===== src/rtl/ram_window_reader.sv =====
// Streams a circular window of consecutive words out of a 1-cycle-latency RAM as a
// valid/ready stream; a 2-entry FIFO absorbs the read latency so backpressure never stalls a read in flight.
module ram_window_reader #(
  parameter int width_p = 8,
  parameter int depth_p = 512
) (
  input  logic                       clk_i,
  input  logic                       reset_n_i,
  input  logic                       start_i,
  input  logic [$clog2(depth_p)-1:0] base_addr_i,
  input  logic [$clog2(depth_p):0]   len_i,
  output logic                       busy_o,
  output logic                       done_o,
  output logic                       ram_rd_valid_o,
  output logic [$clog2(depth_p)-1:0] ram_rd_addr_o,
  input  logic [width_p-1:0]         ram_rd_data_i,
  output logic                       valid_o,
  output logic [width_p-1:0]         data_o,
  output logic                       last_o,
  input  logic                       ready_i,
  output logic [1:0]                 state_o
);
  localparam int aw_lp = $clog2(depth_p);
  localparam logic [aw_lp-1:0] addr_max_lp = aw_lp'(depth_p - 1);
  localparam logic [aw_lp:0]   one_lp      = 1;

  typedef enum logic [1:0] {IDLE = 2'd0, RUN = 2'd1, DRAIN = 2'd2} state_t;

  state_t             state, state_n;
  logic [aw_lp-1:0]   addr;
  logic [aw_lp:0]     issue_count;
  logic [aw_lp:0]     beat_count;
  logic               inflight;
  logic [width_p-1:0] fifo [2];
  logic               wr_ptr, rd_ptr;
  logic [1:0]         occ;
  logic               done_q, done_n;
  logic               pop, issue;

  // Stream handshake: a word transfers in any cycle where valid_o && ready_i at the rising edge;
  // once valid_o is high, data_o and last_o stay stable until that transfer happens.
  assign valid_o = (occ != 2'd0);
  assign data_o  = fifo[rd_ptr];
  assign last_o  = valid_o && (beat_count == one_lp);
  assign pop     = valid_o && ready_i;

  // Issue only if the word can land in the FIFO: what is buffered plus what is in flight,
  // minus what leaves this cycle, must leave a free slot.
  assign issue = (state == RUN) && (issue_count != '0) &&
                 (({1'b0, occ} + {2'b0, inflight}) < (3'd2 + {2'b0, pop}));

  assign ram_rd_valid_o = issue;
  assign ram_rd_addr_o  = addr;
  assign busy_o         = (state != IDLE);
  assign done_o         = done_q;
  assign state_o        = state;

  always_comb begin
    state_n = state;
    done_n  = 1'b0;
    case (state)
      IDLE: begin
        if (start_i) begin
          if (len_i == '0) done_n = 1'b1;
          else             state_n = RUN;
        end
      end
      RUN: begin
        if (issue && (issue_count == one_lp)) state_n = DRAIN;
      end
      DRAIN: begin
        if (pop && (beat_count == one_lp)) begin
          state_n = IDLE;
          done_n  = 1'b1;
        end
      end
      default: state_n = IDLE;
    endcase
  end

  always_ff @(posedge clk_i or negedge reset_n_i) begin
    if (!reset_n_i) begin
      state       <= IDLE;
      addr        <= '0;
      issue_count <= '0;
      beat_count  <= '0;
      inflight    <= 1'b0;
      done_q      <= 1'b0;
    end else begin
      state    <= state_n;
      done_q   <= done_n;
      inflight <= issue;
      if ((state == IDLE) && start_i && (len_i != '0)) begin
        addr        <= base_addr_i;
        issue_count <= len_i;
        beat_count  <= len_i;
      end else begin
        if (issue) begin
          addr        <= (addr == addr_max_lp) ? '0 : addr + 1'b1;
          issue_count <= issue_count - one_lp;
        end
        if (pop) beat_count <= beat_count - one_lp;
      end
    end
  end

  // The RAM result is only present the cycle after the read, so it is captured unconditionally then.
  always_ff @(posedge clk_i or negedge reset_n_i) begin
    if (!reset_n_i) begin
      fifo[0] <= '0;
      fifo[1] <= '0;
      wr_ptr  <= 1'b0;
      rd_ptr  <= 1'b0;
      occ     <= 2'd0;
    end else begin
      if (inflight) begin
        fifo[wr_ptr] <= ram_rd_data_i;
        wr_ptr       <= ~wr_ptr;
      end
      if (pop) rd_ptr <= ~rd_ptr;
      case ({inflight, pop})
        2'b10:   occ <= occ + 2'd1;
        2'b01:   occ <= occ - 2'd1;
        default: occ <= occ;
      endcase
    end
  end

  always_ff @(posedge clk_i) begin
    if (reset_n_i) assert (!(inflight && !pop && (occ == 2'd2)));
  end
endmodule


===== config.mk =====
export PLATFORM = sky130hd
export DESIGN_NAME = ram_window_reader
export DESIGN_NICKNAME = d
export VERILOG_FILES = /design/src/rtl/ram_window_reader.sv
export SDC_FILE = /design/constraint.sdc
export NUM_CORES = 1
export LEC_CHECK = 0
export CAP_MARGIN = 25
export CORE_UTILIZATION = 52
export CTS_CLUSTER_SIZE = 20
export DETAILED_ROUTE_END_ITERATION = 12
export GPL_TIMING_DRIVEN = 0
export PLACE_DENSITY = 0.86
export SLEW_MARGIN = 20
export SYNTH_ARGS = -nofsm -noshare
export SYNTH_HDL_FRONTEND = slang
export SYNTH_SLANG_ARGS = --single-unit
export TNS_END_PERCENT = 5

===== constraint.sdc =====
create_clock -name clk_i -period 2.7 [get_ports clk_i]
set_input_delay 0.27 -clock clk_i [delete_from_list [all_inputs] [get_ports clk_i]]
set_output_delay 0.27 -clock clk_i [all_outputs]
set_load 0.02 [all_outputs]

==> flow_summary.toml <==
[cts]
htreeDepth = 2
cts_buffer_depth = 2
cts.sinks = 53
cts_hold_buf = 0
clk_pin_slew_ps = 100
cts_tree = "built"
postCtsSetupBuffers = 0
clock_latency_ps = 310
cts_buffers = 5
cts-root-buf = "clkbuf_8"

[global_routing]
antenna_found_initial = 0
grt_max_degree = 54
grt_pass1_wl_mm = 10.3
grt.overflow.total = 0
grt_usage_pct = 24.4
grt_pass1_vias = 2258

[placement]
dp_cells = 400
port_buffers = 54
dpl_cell_area_sq_um = 3460
place_ws_ps = 326
dp_hpwl_mm = 4.77
gp_congestion = 0.817

[setup_path]
path_cells = "ha_1 -> ha_1 -> nor3b_4 -> nand3_2 -> inv_4 -> dlygate4sd2_1"
crit_fanout = 9
crit_type = "reg2out"
r2r_cells = 9
path_depth = 6
crit_path_max_incr_delay_ps = 470
crit_buf_inv = 2
crit_slowest_cell = "dfrtp_1"
startpoint_type = "flip-flop"
crit_top_cell = "ha_1"
required_ps = 2430
crit_family = "buffers and inverters"
crit_arrival_ps = 2170
worst_setup_path_end_kind = "output pin"

[logic_synthesis]
yosys_most_used_dff = "dfrtp_1"
yosysSeqAreaShare_pct = 46.8
syn_area_per_cell_sq_um = 10.3
synth_seq_cells = 53
synthSimpleGateAreaFrac_pct = 19.4
synth_compound_area_share_pct = 11.3
synthAdderAreaFrac_pct = 4.41
async_flop_share_pct = 100
synth_top_family_by_area = "simple AND/OR/NAND/NOR gates"
postSynthCellCount = 276
synth_edf_count = 0
synthMuxAreaShare_pct = 10.4
synth_xor_area_share_pct = 4.32
yosysWarnings = 0
synth.distinct_cells = 47
syn-num-nets = 317
synthTopCellsByArea = "dfrtp_1 47%, mux2_2 9.5%, ha_1 4.4%"
synth_top_area_cell = "dfrtp_1"
synth_top_area_share_pct = 46.8
synth_area_sq_um = 2840

[hold_path]
hp-class = "in2async"

[sta]
max_freq_mhz = 409
final.min_clock_period_ps = 2440
slew_headroom_pct = 53.6
setup_viol = 0
rsz0062_at_grt = "false"
fin_crit_sh_pct = 90.5
hold_viol_final = 53
worst-slew-pin-transition_ps = 694
fin_ws_ps = 256
maxSlewViolCount = 0
skew_ps = 6.03
hold_ws_ps = -14.0

[floorplanning]
start_util_pct = 54.8
die_w_um = 75.9
io_pins = 55
dieArea_sq_um = 5750
std_cell_rows = 26
coreArea_sq_um = 5170
die_y_um = 75.9

[detailed_routing]
via_per_inst = 5.78
dr_total_vias = 2357
drc = 0
drt_iter0_drc = 165
detail_route.wl_per_cell_um = 16.1
first_pass_iters = 4
antenna_left = 0
routed_wl_mm = 6.56

[layout]
post_route_cells_drive_above_1_share_pct = 14.8
n_antenna_cell = 0
design_area_sq_um = 3550
n_fill_cell = 355
area_growth_syn_to_layout_pct = 25.2
regArea_sq_um = 1330
stdcell_count = 408
finalNetCount = 378
multi_input_area_sq_um = 1410

[outcome]
violations = "hold timing"
status = "finished with violations"

[power_and_ir_drop]
ir_drop_v = 0.000559
powerDensity_nw_per_um2 = 1230
finalPower_mw = 4.38
p_leak_nw = 1.45

[run]
cap_violations = 0
[where the power goes]
group / leakage (nW) / internal (mW) / switching (mW)
Clock: 0.0445 / 0.185 / 0.281
Combinational: 0.771 / 1.15 / 1.23
Sequential: 0.630 / 1.19 / 0.344
[cells in the mapped netlist (2+ instances only)]
cell      count
dfrtp_1      53
o211ai_1      7
nand2_1      23
or3_1         4
xnor2_1       8
xor2_1        6
o21ai_0      16
nand3_1       8
nand4b_1      2
or4b_1        2
a21oi_1       6
mux2_2       24
o311ai_0      2
inv_1        12
nand3b_1      2
or2_2         3
clkbuf_1      5
nor4_2        2
buf_2         3
ha_1         10
nor2_1       28
or4_1         2
nor3_1        3
nor4_1        6
and3_1        7
nor2b_1       3
a31oi_1       9
[layer usage]
| layer | share of wire (%) | track usage [%] | wire length [um] | vias to the layer above |
|---|---|---|---|---|
| met5 | 0 | 0 | 0 | - |
| met3 | 3.4 | 3.84 | 220 | 14 |
| li1 | - | - | - | 1126 |
| met2 | 52 | 40.8 | 3380 | 60 |
| met1 | 43 | 30.7 | 2820 | 1157 |
| met4 | 2.1 | 12.1 | 138 | 0 |
[flip-flops by register name, summed over array words and instances, names as in the netlist]
| name | count |
|---|---|
| rd_ptr | 1 |
| wr_ptr | 1 |
| fifo | 16 |
| done_o | 1 |
| beat_count | 10 |
| occ | 2 |
| issue_count | 10 |
| ram_rd_addr_o | 9 |
| inflight | 1 |
| state_o | 2 |
[layout by cell type (no fill, tap or decap), drive strengths merged, types with 3 or more instances in the layout]
master,count
or2,4
nor4,8
o311ai,3
nor2b,3
xnor2,8
nand3,9
dfrtp,53
o21ai,18
a21oi,6
a31oi,9
clkbuf,10
xor2,6
inv,14
nor3,3
nand2,23
and3,7
clkdlybuf4s50,52
ha,10
buf,5
o211ai,7
nor2,29
mux2,25
or3,4
[worst paths after layout]
kind	start	end	slack (ps)
setup / recovery	occ[0]$_DFFE_PN0P_	ram_rd_valid_o	260
hold / removal	reset_n_i	beat_count[7]$_DFFE_PN0P_	-10
setup reg to reg	ram_rd_addr_o[0]$_DFFE_PN0P_	ram_rd_addr_o[6]$_DFFE_PN0P_	430
hold reg to reg	fifo[8]$_DFFE_PN0P_	fifo[8]$_DFFE_PN0P_	510
max in group asynchronous	reset_n_i	state_o[0]$_DFFE_PN0P_	2290
min in group clk_i	fifo[8]$_DFFE_PN0P_	fifo[8]$_DFFE_PN0P_	510
[kinds of logic after synthesis]
family / after synthesis
fa+ha+maj: 10
xor+xnor: 14
mux: 26
flops: 53
simple gates: 102
compound gates: 49
buf+inv: 22
[what timing repair did]
action,4_1_cts,5_1_grt
hold endpoints to repair,0,0
resized for setup,1,0
endpoints found under the setup margin,1,0
[final cells by class]
class,instances,area share [%]
clock buffer,5,1.94
timing repair buffer,54,15.1
multi-input combinational,201,39.8
tap,70,2.47
clock inverter,3,0.599
buffer,9,1.27
inverter,13,1.44
sequential,53,37.4
[metrics by stage]
step	hold slack, ps	TNS [ps]	util, %
2_1_floorplan	-25.6	0	-
3_3_place_gp	479	-9970	67.0
3_5_place_dp	348	0	66.9
4_1_cts	10.4	0	68.7
5_1_grt	20.2	0	68.7
6_report	-14.0	0	68.7
[worst reg2reg max path: stages (launching register included)]
cell      delay [ps]
dfrtp_1          420
ha_1             200
and3_1           200
and3_1           200
and3_1           170
ha_1             230
clkbuf_1         340
nor2_1           100
o21ai_0          180
a31oi_1          100
Note: power is estimated with default switching activity, not from simulation.
==> patch (config.mk and constraints unchanged) <==
Set the parameter `width_p` to 6 (it was 8).
--- a/src/rtl/ram_window_reader.sv
+++ b/src/rtl/ram_window_reader.sv
@@ -1,7 +1,7 @@
 // Streams a circular window of consecutive words out of a 1-cycle-latency RAM as a
 // valid/ready stream; a 2-entry FIFO absorbs the read latency so backpressure never stalls a read in flight.
 module ram_window_reader #(
-  parameter int width_p = 8,
+  parameter int width_p = 6,
   parameter int depth_p = 512
 ) (
   input  logic                       clk_i,
Interface: changed (resized data_o and ram_rd_data_i); port bits go from 55 to 51. The function was not compared with the original's and may differ.
==> patch against the unedited design <==
  * Synthesized cell count is 5.1% lower
  * Routed wire length is 7.4% lower
  * Sequential cell count is 4 lower
  * Count of clock-buffer cells in the layout stayed put
  * Synthesized area is 5.8% lower
  * Critical path type unchanged
  * Design area is 4.8% lower
  * Power is 6.9% lower
  * Worst setup slack worse by 0.068 ns
==> patch: results (changes against the unedited design) <==
** Drt
- The detail-routed via count per cell came to 5.774 (was 5.777).
- The number of DRC violations after detailed-routing iteration 0 came to 123 (was 165).
- Routed wl met2 :: 2964 um (was 3379 um)
- The routed metal-1 wirelength was 2721 um (was 2820 um).
- Post-DR wirelength/cell :: 15.61 um (was 16.07 um)
- The met3 wirelength from detailed routing is 335 um (was 220 um).

** Finish
- The final standard cell count with taps included and fillers excluded came to 389 (was 408).
- Registers with the most flip-flops: fifo: 12 flops, beat_count: 10 flops, issue_count: 10 flops (was fifo: 16 flops, beat_count: 10 flops, issue_count: 10 flops).
- The number of nets in the layout came to 360 (was 378).

** GRT
- Met1 Usage GRT :: 33.42% (was 30.71%)
- The met2 usage is 42.51% (was 40.81%).
- Vias in the first global route :: 2181 (was 2258)
- Maximum number of pins on one net before global-route repair :: 35 (was 54)

** Status
- Run status: finished clean (was complete, but fails checks).

** STA
- The slew at the pin closest to its max-slew limit is 0.5356 ns (was 0.6942 ns).
- Worst hold margin :: 0.4113 ns (was -0.01395 ns)
- Final Hold Violating Endpoints :: 0 (was 53)
- Worst setup margin :: 0.1880 ns (was 0.2556 ns)
- The setup skew after layout was 0.003347 ns (was 0.006034 ns).

** Worst setup path
- The worst flop-to-flop path endpoint is issue_count[9]$_DFFE_PN0P_ (was ram_rd_addr_o[6]$_DFFE_PN0P_).
- Signal arrival time at the worst endpoint :: 2.24 ns (was 2.17 ns)

** Power
- Portion of total power attributed to the clock network :: 11.1% (was 10.6%)
- The portion of total power attributed to combinational logic came to 54.1% (was 54.3%).
- The net switching fraction of the power was 43.61% (was 42.38%).
- Leakage component of the power :: 1.360 nW (was 1.446 nW)
- The combinational logic power was 2.21 mW (was 2.38 mW).

** Synth
- Area contributors post-synth :: dfrtp_1 (46%), mux2_2 (7.6%), ha_1 (4.7%), nor2_1 (3.4%), nand2_1 (2.8%) (was dfrtp_1 (47%), mux2_2 (9.5%), ha_1 (4.4%), nor2_1 (3.7%), nand2_1 (3.0%))
- Number of unique standard cell types used by synthesis :: 49 (was 47)
- Top post-synthesis cells by count: dfrtp_1 (49), nor2_1 (24), nand2_1 (20) (was dfrtp_1 (53), nor2_1 (28), mux2_2 (24)).

** Place
- The count of input and output buffers came to 50 (was 54).
- The detailed placer's ending HPWL is 4371 um (was 4775 um).
- Post-DP Area :: 0.003272 mm2 (was 0.003462 mm2)
- Worst setup timing slack at the placement stage :: 0.2705 ns (was 0.3262 ns)
- Number of cells in the design after placement :: 380 (was 400)
[patch: logic make-up after synthesis]
family,synth area share [%]
flops,45.88
fa+ha+maj,4.682
buf+inv,2.387
xor+xnor,4.916
mux,7.584
compound gates,14.05
simple gates,20.51
[patch: worst max-delay path, delay by kind of cell, from the launching register on]
kind                     cells  cell delay [ns]
adder cells (fa/ha/maj)      1             0.14
flip-flops                   1             0.43
buffers and inverters        3             0.59
AND/OR/NAND/NOR              3             0.79
[patch: timing repair]
| item | in CTS | in global routing |
|---|---|---|
| endpoints found under the hold margin | 15 | 0 |
| resized for setup | 2 | 0 |
| setup endpoints to repair | 1 | 0 |
| hold buffers | 1 | 0 |
[patch: area by class of cell]
type	instances	area, um2
multi-input combinational	197	1388
timing repair buffer	52	524.3
buffer	7	30.03
tap	67	83.83
clock buffer	5	68.82
clock inverter	3	25.02
fill	363	1469
inverter	9	33.78
sequential	49	1226
